### config.mk
export PLATFORM = sky130hd
export DESIGN_NAME = clkgen_nch
export DESIGN_NICKNAME = d
export VERILOG_FILES = /design/src/rtl/clkgen_pkg.sv /design/src/rtl/clkgen_chan.sv /design/src/rtl/clkgen_nch.sv
export SDC_FILE = /design/constraint.sdc
export NUM_CORES = 1
export LEC_CHECK = 0
export ABC_AREA = 1
export BUFFER_PORTS_ARGS = -buffer_cell sky130_fd_sc_hd__buf_2
export CAP_MARGIN = 20
export CORE_MARGIN = 1.5
export CORE_UTILIZATION = 60
export DETAILED_ROUTE_END_ITERATION = 10
export GPL_ROUTABILITY_DRIVEN = 0
export GPL_TIMING_DRIVEN = 0
export PLACE_DENSITY = 0.83
export RECOVER_POWER = 100
export SLEW_MARGIN = 20
export SYNTH_ARGS = -nofsm -noshare
export SYNTH_HDL_FRONTEND = slang
export SYNTH_SLANG_ARGS = --single-unit
### constraint.sdc
create_clock -name refclk -period 7.5 [get_ports refclk]
set_input_delay 0.75 -clock refclk [delete_from_list [all_inputs] [get_ports refclk]]
set_output_delay 0.75 -clock refclk [all_outputs]
set_load 0.05 [all_outputs]
### src/rtl/clkgen_pkg.sv
// Shared types and helpers for the multi-channel clock-enable generator.
// Holds the per-channel config record, reset defaults and divider/phase helpers.
package clkgen_pkg;

  localparam int DIVW = 8;
  localparam logic [DIVW-1:0] DEF_DIV = 8'd1;
  localparam logic [31:0]     DEF_EN  = 32'hFFFF_FFFF;

  typedef struct packed {
    logic [DIVW-1:0] div;
    logic [DIVW-1:0] phase;
    logic            en;
  } chan_cfg_t;

  localparam logic [DIVW-1:0] DIV_ONE = 8'd1;

  // A programmed divider of 0 behaves as 1.
  function automatic logic [DIVW-1:0] eff_div(input logic [DIVW-1:0] div);
    return (div == '0) ? DIV_ONE : div;
  endfunction

  function automatic logic [DIVW-1:0] clamp_phase(input logic [DIVW-1:0] div,
                                                  input logic [DIVW-1:0] phase);
    logic [DIVW-1:0] d;
    d = eff_div(div);
    return (phase >= d) ? (d - DIV_ONE) : phase;
  endfunction

endpackage

### src/rtl/clkgen_chan.sv
// One channel slice: wrapping divide counter, registered strobe/square-wave outputs
// and single-cycle phase step (hold for delay, skip one count for advance).
module clkgen_chan #(
  parameter int DIVW = 8
) (
  input  logic            clk_i,
  input  logic            rst_i,
  input  logic            clr_i,
  input  logic [DIVW-1:0] div_i,
  input  logic [DIVW-1:0] phase_i,
  input  logic            en_i,
  input  logic            locked_i,
  input  logic            step_i,
  input  logic            delay_i,
  output logic            clken_o,
  output logic            clkdiv_o
);

  localparam logic [DIVW-1:0] ONE  = 1;
  localparam logic [DIVW:0]   ONEW = 1;
  localparam logic [DIVW:0]   TWOW = 2;

  logic [DIVW-1:0] cnt_q, cnt_d;
  logic [DIVW:0]   adv, half, divw;
  logic            clken_q, clken_d, clkdiv_q, clkdiv_d;

  always_comb begin
    divw     = {1'b0, div_i};
    adv      = {1'b0, cnt_q} + TWOW;
    half     = (divw + ONEW) >> 1;
    cnt_d    = (cnt_q == div_i - ONE) ? '0 : cnt_q + ONE;
    clken_d  = en_i & locked_i & (cnt_q == phase_i);
    clkdiv_d = en_i & locked_i & ({1'b0, cnt_q} < half);
    if (step_i) begin
      if (delay_i) begin
        cnt_d = cnt_q;
      end else if (div_i == ONE) begin
        cnt_d = '0;
      end else if (adv >= divw) begin
        // With d >= 2, cnt+2 < 2d, so one subtraction completes the modulo.
        cnt_d = DIVW'(adv - divw);
      end else begin
        cnt_d = adv[DIVW-1:0];
      end
    end
    if (clr_i) begin
      cnt_d    = '0;
      clken_d  = 1'b0;
      clkdiv_d = 1'b0;
    end
  end

  always_ff @(posedge clk_i) begin
    if (rst_i) begin
      cnt_q    <= '0;
      clken_q  <= 1'b0;
      clkdiv_q <= 1'b0;
    end else begin
      cnt_q    <= cnt_d;
      clken_q  <= clken_d;
      clkdiv_q <= clkdiv_d;
    end
  end

  assign clken_o  = clken_q;
  assign clkdiv_o = clkdiv_q;

endmodule

### src/rtl/clkgen_nch.sv
// Programmable NCH-channel clock-enable generator: shadow/active config, commit,
// lock sequencing, standby and phase-step decode around NCH channel slices.
module clkgen_nch #(
  parameter int              NCH         = 5,
  parameter int              DIVW        = clkgen_pkg::DIVW,
  parameter int              SELW        = 3,
  parameter logic [DIVW-1:0] DEF_DIV     = clkgen_pkg::DEF_DIV,
  parameter logic [NCH-1:0]  DEF_EN      = clkgen_pkg::DEF_EN[NCH-1:0],
  parameter int              LOCK_CYCLES = 64
) (
  input  logic            refclk,
  input  logic            pllreset,
  input  logic            stdby,
  input  logic            cfg_we,
  input  logic [SELW-1:0] cfg_sel,
  input  logic [DIVW-1:0] cfg_div,
  input  logic [DIVW-1:0] cfg_phase,
  input  logic            cfg_en,
  input  logic            cfg_update,
  input  logic            phasestep,
  input  logic            phaseupdown,
  input  logic [SELW-1:0] phcntsel,
  output logic [NCH-1:0]  clken,
  output logic [NCH-1:0]  clkdiv,
  output logic            phasedone,
  output logic            locked
);

  import clkgen_pkg::*;

  localparam int            LCW     = $clog2(LOCK_CYCLES) + 1;
  localparam logic [LCW-1:0] LCK_END = LCW'(LOCK_CYCLES - 1);
  localparam logic [LCW-1:0] LCK_ONE = 1;
  localparam logic [SELW:0]  NCH_SEL = (SELW+1)'(NCH);

  chan_cfg_t      shadow_q [NCH];
  chan_cfg_t      shadow_d [NCH];
  chan_cfg_t      active_q [NCH];
  chan_cfg_t      active_d [NCH];
  logic [LCW-1:0] lock_cnt_q, lock_cnt_d;
  logic           locked_q, locked_d;
  logic           phasedone_q;
  logic           sync_clr;
  logic           step_acc;

  always_comb begin
    sync_clr = cfg_update | stdby;
    step_acc = phasestep & locked_q & ~stdby & ~cfg_update & ({1'b0, phcntsel} < NCH_SEL);
    for (int i = 0; i < NCH; i++) begin
      shadow_d[i] = shadow_q[i];
      if (cfg_we && (cfg_sel == SELW'(i))) begin
        shadow_d[i].div   = cfg_div;
        shadow_d[i].phase = cfg_phase;
        shadow_d[i].en    = cfg_en;
      end
      // Commit takes the post-write shadow, so a same-cycle write is included.
      active_d[i] = active_q[i];
      if (cfg_update) begin
        active_d[i]       = shadow_d[i];
        active_d[i].phase = clamp_phase(shadow_d[i].div, shadow_d[i].phase);
      end
    end
    lock_cnt_d = lock_cnt_q;
    locked_d   = locked_q;
    if (sync_clr) begin
      lock_cnt_d = '0;
      locked_d   = 1'b0;
    end else if (!locked_q) begin
      if (lock_cnt_q == LCK_END) locked_d = 1'b1;
      else                       lock_cnt_d = lock_cnt_q + LCK_ONE;
    end
  end

  always_ff @(posedge refclk) begin
    if (pllreset) begin
      for (int i = 0; i < NCH; i++) begin
        shadow_q[i].div   <= DEF_DIV;
        shadow_q[i].phase <= '0;
        shadow_q[i].en    <= DEF_EN[i];
        active_q[i].div   <= DEF_DIV;
        active_q[i].phase <= '0;
        active_q[i].en    <= DEF_EN[i];
      end
      lock_cnt_q  <= '0;
      locked_q    <= 1'b0;
      phasedone_q <= 1'b0;
    end else begin
      for (int i = 0; i < NCH; i++) begin
        shadow_q[i] <= shadow_d[i];
        active_q[i] <= active_d[i];
      end
      lock_cnt_q  <= lock_cnt_d;
      locked_q    <= locked_d;
      phasedone_q <= step_acc;
    end
  end

  for (genvar g = 0; g < NCH; g++) begin : g_chan
    clkgen_chan #(.DIVW(DIVW)) u_chan (
      .clk_i    (refclk),
      .rst_i    (pllreset),
      .clr_i    (sync_clr),
      .div_i    (eff_div(active_q[g].div)),
      .phase_i  (active_q[g].phase),
      .en_i     (active_q[g].en),
      .locked_i (locked_q),
      .step_i   (step_acc && (phcntsel == SELW'(g))),
      .delay_i  (phaseupdown),
      .clken_o  (clken[g]),
      .clkdiv_o (clkdiv[g])
    );
  end

  assign phasedone = phasedone_q;
  assign locked    = locked_q;

endmodule

==> impl_metrics.ini <==
[timing]
rsz0062_at_grt = false
maxSlewHeadroom = 0.353
period_share = 0.563
hold_viol = 0
maxSlewViolCount = 0
skew_ps = 22.1
fmax_mhz = 237
final.min_clock_period_ps = 4230
tns_ps = 0
finalSetupViolCount = 0
worstMarginPinSlew_ps = 961

[global_route]
met1_usage = 0.439
first_global_vias = 17800
track_usage = 0.347
use_met3 = 0.0512
grt_pass1_wl_mm = 87.4
antenna_found_initial = 0
grt_max_degree = 14
met2_usage = 0.572
grt_remaining_overflow = 0
grt-busiest-layer = met2

[cts]
clockBufferDepth = 3
tritoncts = yes
clock_sinks = 229
clk_pin_slew_ps = 60
cts_hold_buf = 0
cts_setup_buffers = 0
htreeDepth = 1
cts_made_buffers = 28
root_buffer = clkbuf_16
clkLatencyLatePin_ps = 560
post_cts_resized = 0

[setup_path]
reg2reg_from = g_chan[4].u_chan.cnt_q[2]
r2r-end = g_chan[4].u_chan.cnt_q[4]
startpoint = cfg_sel[1]
end_kind = register
worstRegToRegCells = 17
r2r_slack_ps = 3900
worstPathArrival_ps = 4620
critical_path.max_fanout = 10
worstSetupPathType = input pin to register
cp.required_ps = 7900
setup.worst_path.start_class = input pin

[worst_hold_path]
holdPathStages = 2
hold_path_startpoint = shadow_q[0][0]
holdPathEnd = shadow_q[0][0]
hold_class = register to register

[synth]
synth-main-ff-cell = dfxtp_1
synth_edf_count = 0
synthCells = 2846
synth_cell_types = 53
synth_area_um2 = 18200
async_reset_ff_frac = 0
yosysSeqAreaShare = 0.251
synth_fp_nets = 3022
synth_warnings = 0
synth_area_per_cell_um2 = 6.41
synth-seq-cells = 229

[die]
fp-row-count = 63
core_area_um2 = 29800
die_area_um2 = 31400
ioPinCount = 42
start_util = 0.612
die_width_um = 177
die_h_um = 177

[detailed_routing]
firstDrtPassIters = 6
drc = 0
drt_iter0_drc = 1973
vias = 19100
drt-vias-per-instance = 5.74
wl_mm = 54.8
post_drt_wl_per_cell_um = 16.5
ant_nets = 0

[cells_and_area]
areaGrowthSynthToFinish_pct = 7.86
fin_util = 0.660
finalInstanceArea_um2 = 19700
layout.nets = 3090
n_antenna_cell = 0
mostFrequentLayoutCells = nand2_1, inv_1, nor2_1, dfxtp_1, nand3_1
multiInputGateArea_um2 = 10900
mostFrequentLayoutCell = nand2_1
seqCellArea_um2 = 4580
n_fill_cell = 2632
drive_gt1_frac = 0.0569

[run]
maxCapViolCount = 0

[power_and_ir_drop]
pwr-share-seq = 0.366
finalPower_mw = 3.62
clkPwrFrac = 0.416
switching_share = 0.314
peakVddDrop_mv = 0.258
power_switching_mw = 1.14
leakagePower_nw = 10.9
internal_power_mw = 2.48
pwr-share-comb = 0.218
power_per_cell_area_nw_per_um2 = 184

[placement]
portBuffers = 38
post_dp_cell_area_um2 = 18900
place_hpwl_mm = 41.3

[run_status]
status = finished clean
## synth_stat cells, types with 9 or more instances
cell type	instances	area [um^2]
inv_2	13	48.8
nand4_1	70	438
nand3b_1	11	82.6
nor2_1	254	953
o21bai_1	9	67.6
or2_2	20	125
buf_2	10	50.1
o21ai_0	166	831
nand2_1	617	2320
xor2_1	83	727
o21a_1	10	75.1
ha_1	141	1760
inv_1	522	1960
buf_4	18	135
nand3_1	209	1050
nor3_1	20	100
nand2_2	18	113
a21oi_1	166	831
o21ai_1	25	125
o21ai_4	11	179
dfxtp_1	229	4580
o21ai_2	11	96.3
o211ai_1	15	113
xnor2_1	41	359
clkbuf_1	62	233
## cell type report
cell class	instances	share of cell area
repair buffers	38	0.00871
multi-input cells	1980	0.556
plain buffers	99	0.0227
well taps	390	0.0248
clock buffers	34	0.0394
clock inverters	18	0.0129
inverters	538	0.103
flip-flops and latches	229	0.233
## worst max-delay path: stages
cell and delay, ps:
clkbuf_1 260, nor2_4 70, nand2_1 230, clkbuf_1 630, clkbuf_1 430, clkbuf_1 410
nand2_1 80, o21ai_0 120, inv_1 120, ha_1 300, nand2_1 50, nor2_1 140
nand4_1 110, nand3_1 230, clkbuf_1 370, a21oi_1 120, o21ai_0 110, a21oi_1 80
## registers in the layout (all words and copies together) (netlist names)
register and flops:
active_q 85, g_chan.u_chan.clkdiv_o 5, g_chan.u_chan.clken_o 5, g_chan.u_chan.cnt_q 40, lock_cnt_q 7, locked 1
phasedone 1, shadow_q 85
## through the flow
stage	cells	hold WS, ps	setup slack, ps
after floorplan	2846	428	4320
after global placement	3274	445	3850
after detailed placement	3274	449	3800
after CTS	3326	462	4300
after global routing	3326	491	2940
final	3326	461	3270
## logic make-up after synthesis
family,after synthesis,share of synthesized area
compound gates,454,0.144
flops,229,0.251
buf+inv,637,0.140
xor+xnor,124,0.0596
fa+ha+maj,146,0.102
mux,5,0.00274
simple gates,1251,0.300
## per-layer routing
| layer | up-vias | routed length, um |
|---|---|---|
| met5 | - | 0 |
| met4 | 0 | 2930 |
| met1 | 8745 | 22000 |
| li1 | 9183 | - |
| met2 | 986 | 24400 |
| met3 | 185 | 5450 |
## worst max-delay path by stage
stage	to	slack (ps)	cells past startpoint
finish	active_q[0][70]	3270	18
global route	active_q[0][36]	2940	19
CTS	g_chan[0].u_chan.cnt_q[0]	4300	18
detailed placement	active_q[0][20]	3800	17
global placement	active_q[0][20]	3850	17
floorplan	active_q[0][39]	4320	18
## power groups by stage
stage	Clock (mW)	Sequential [mW]	Combinational [mW]
after floorplan	0	1.34	0.581
after detailed placement	0	1.35	0.770
final	1.51	1.33	0.787
after global routing	1.56	1.33	0.877
after CTS	1.51	1.32	0.781
after global placement	0	1.35	0.738
(Power assumes the default switching activity.)
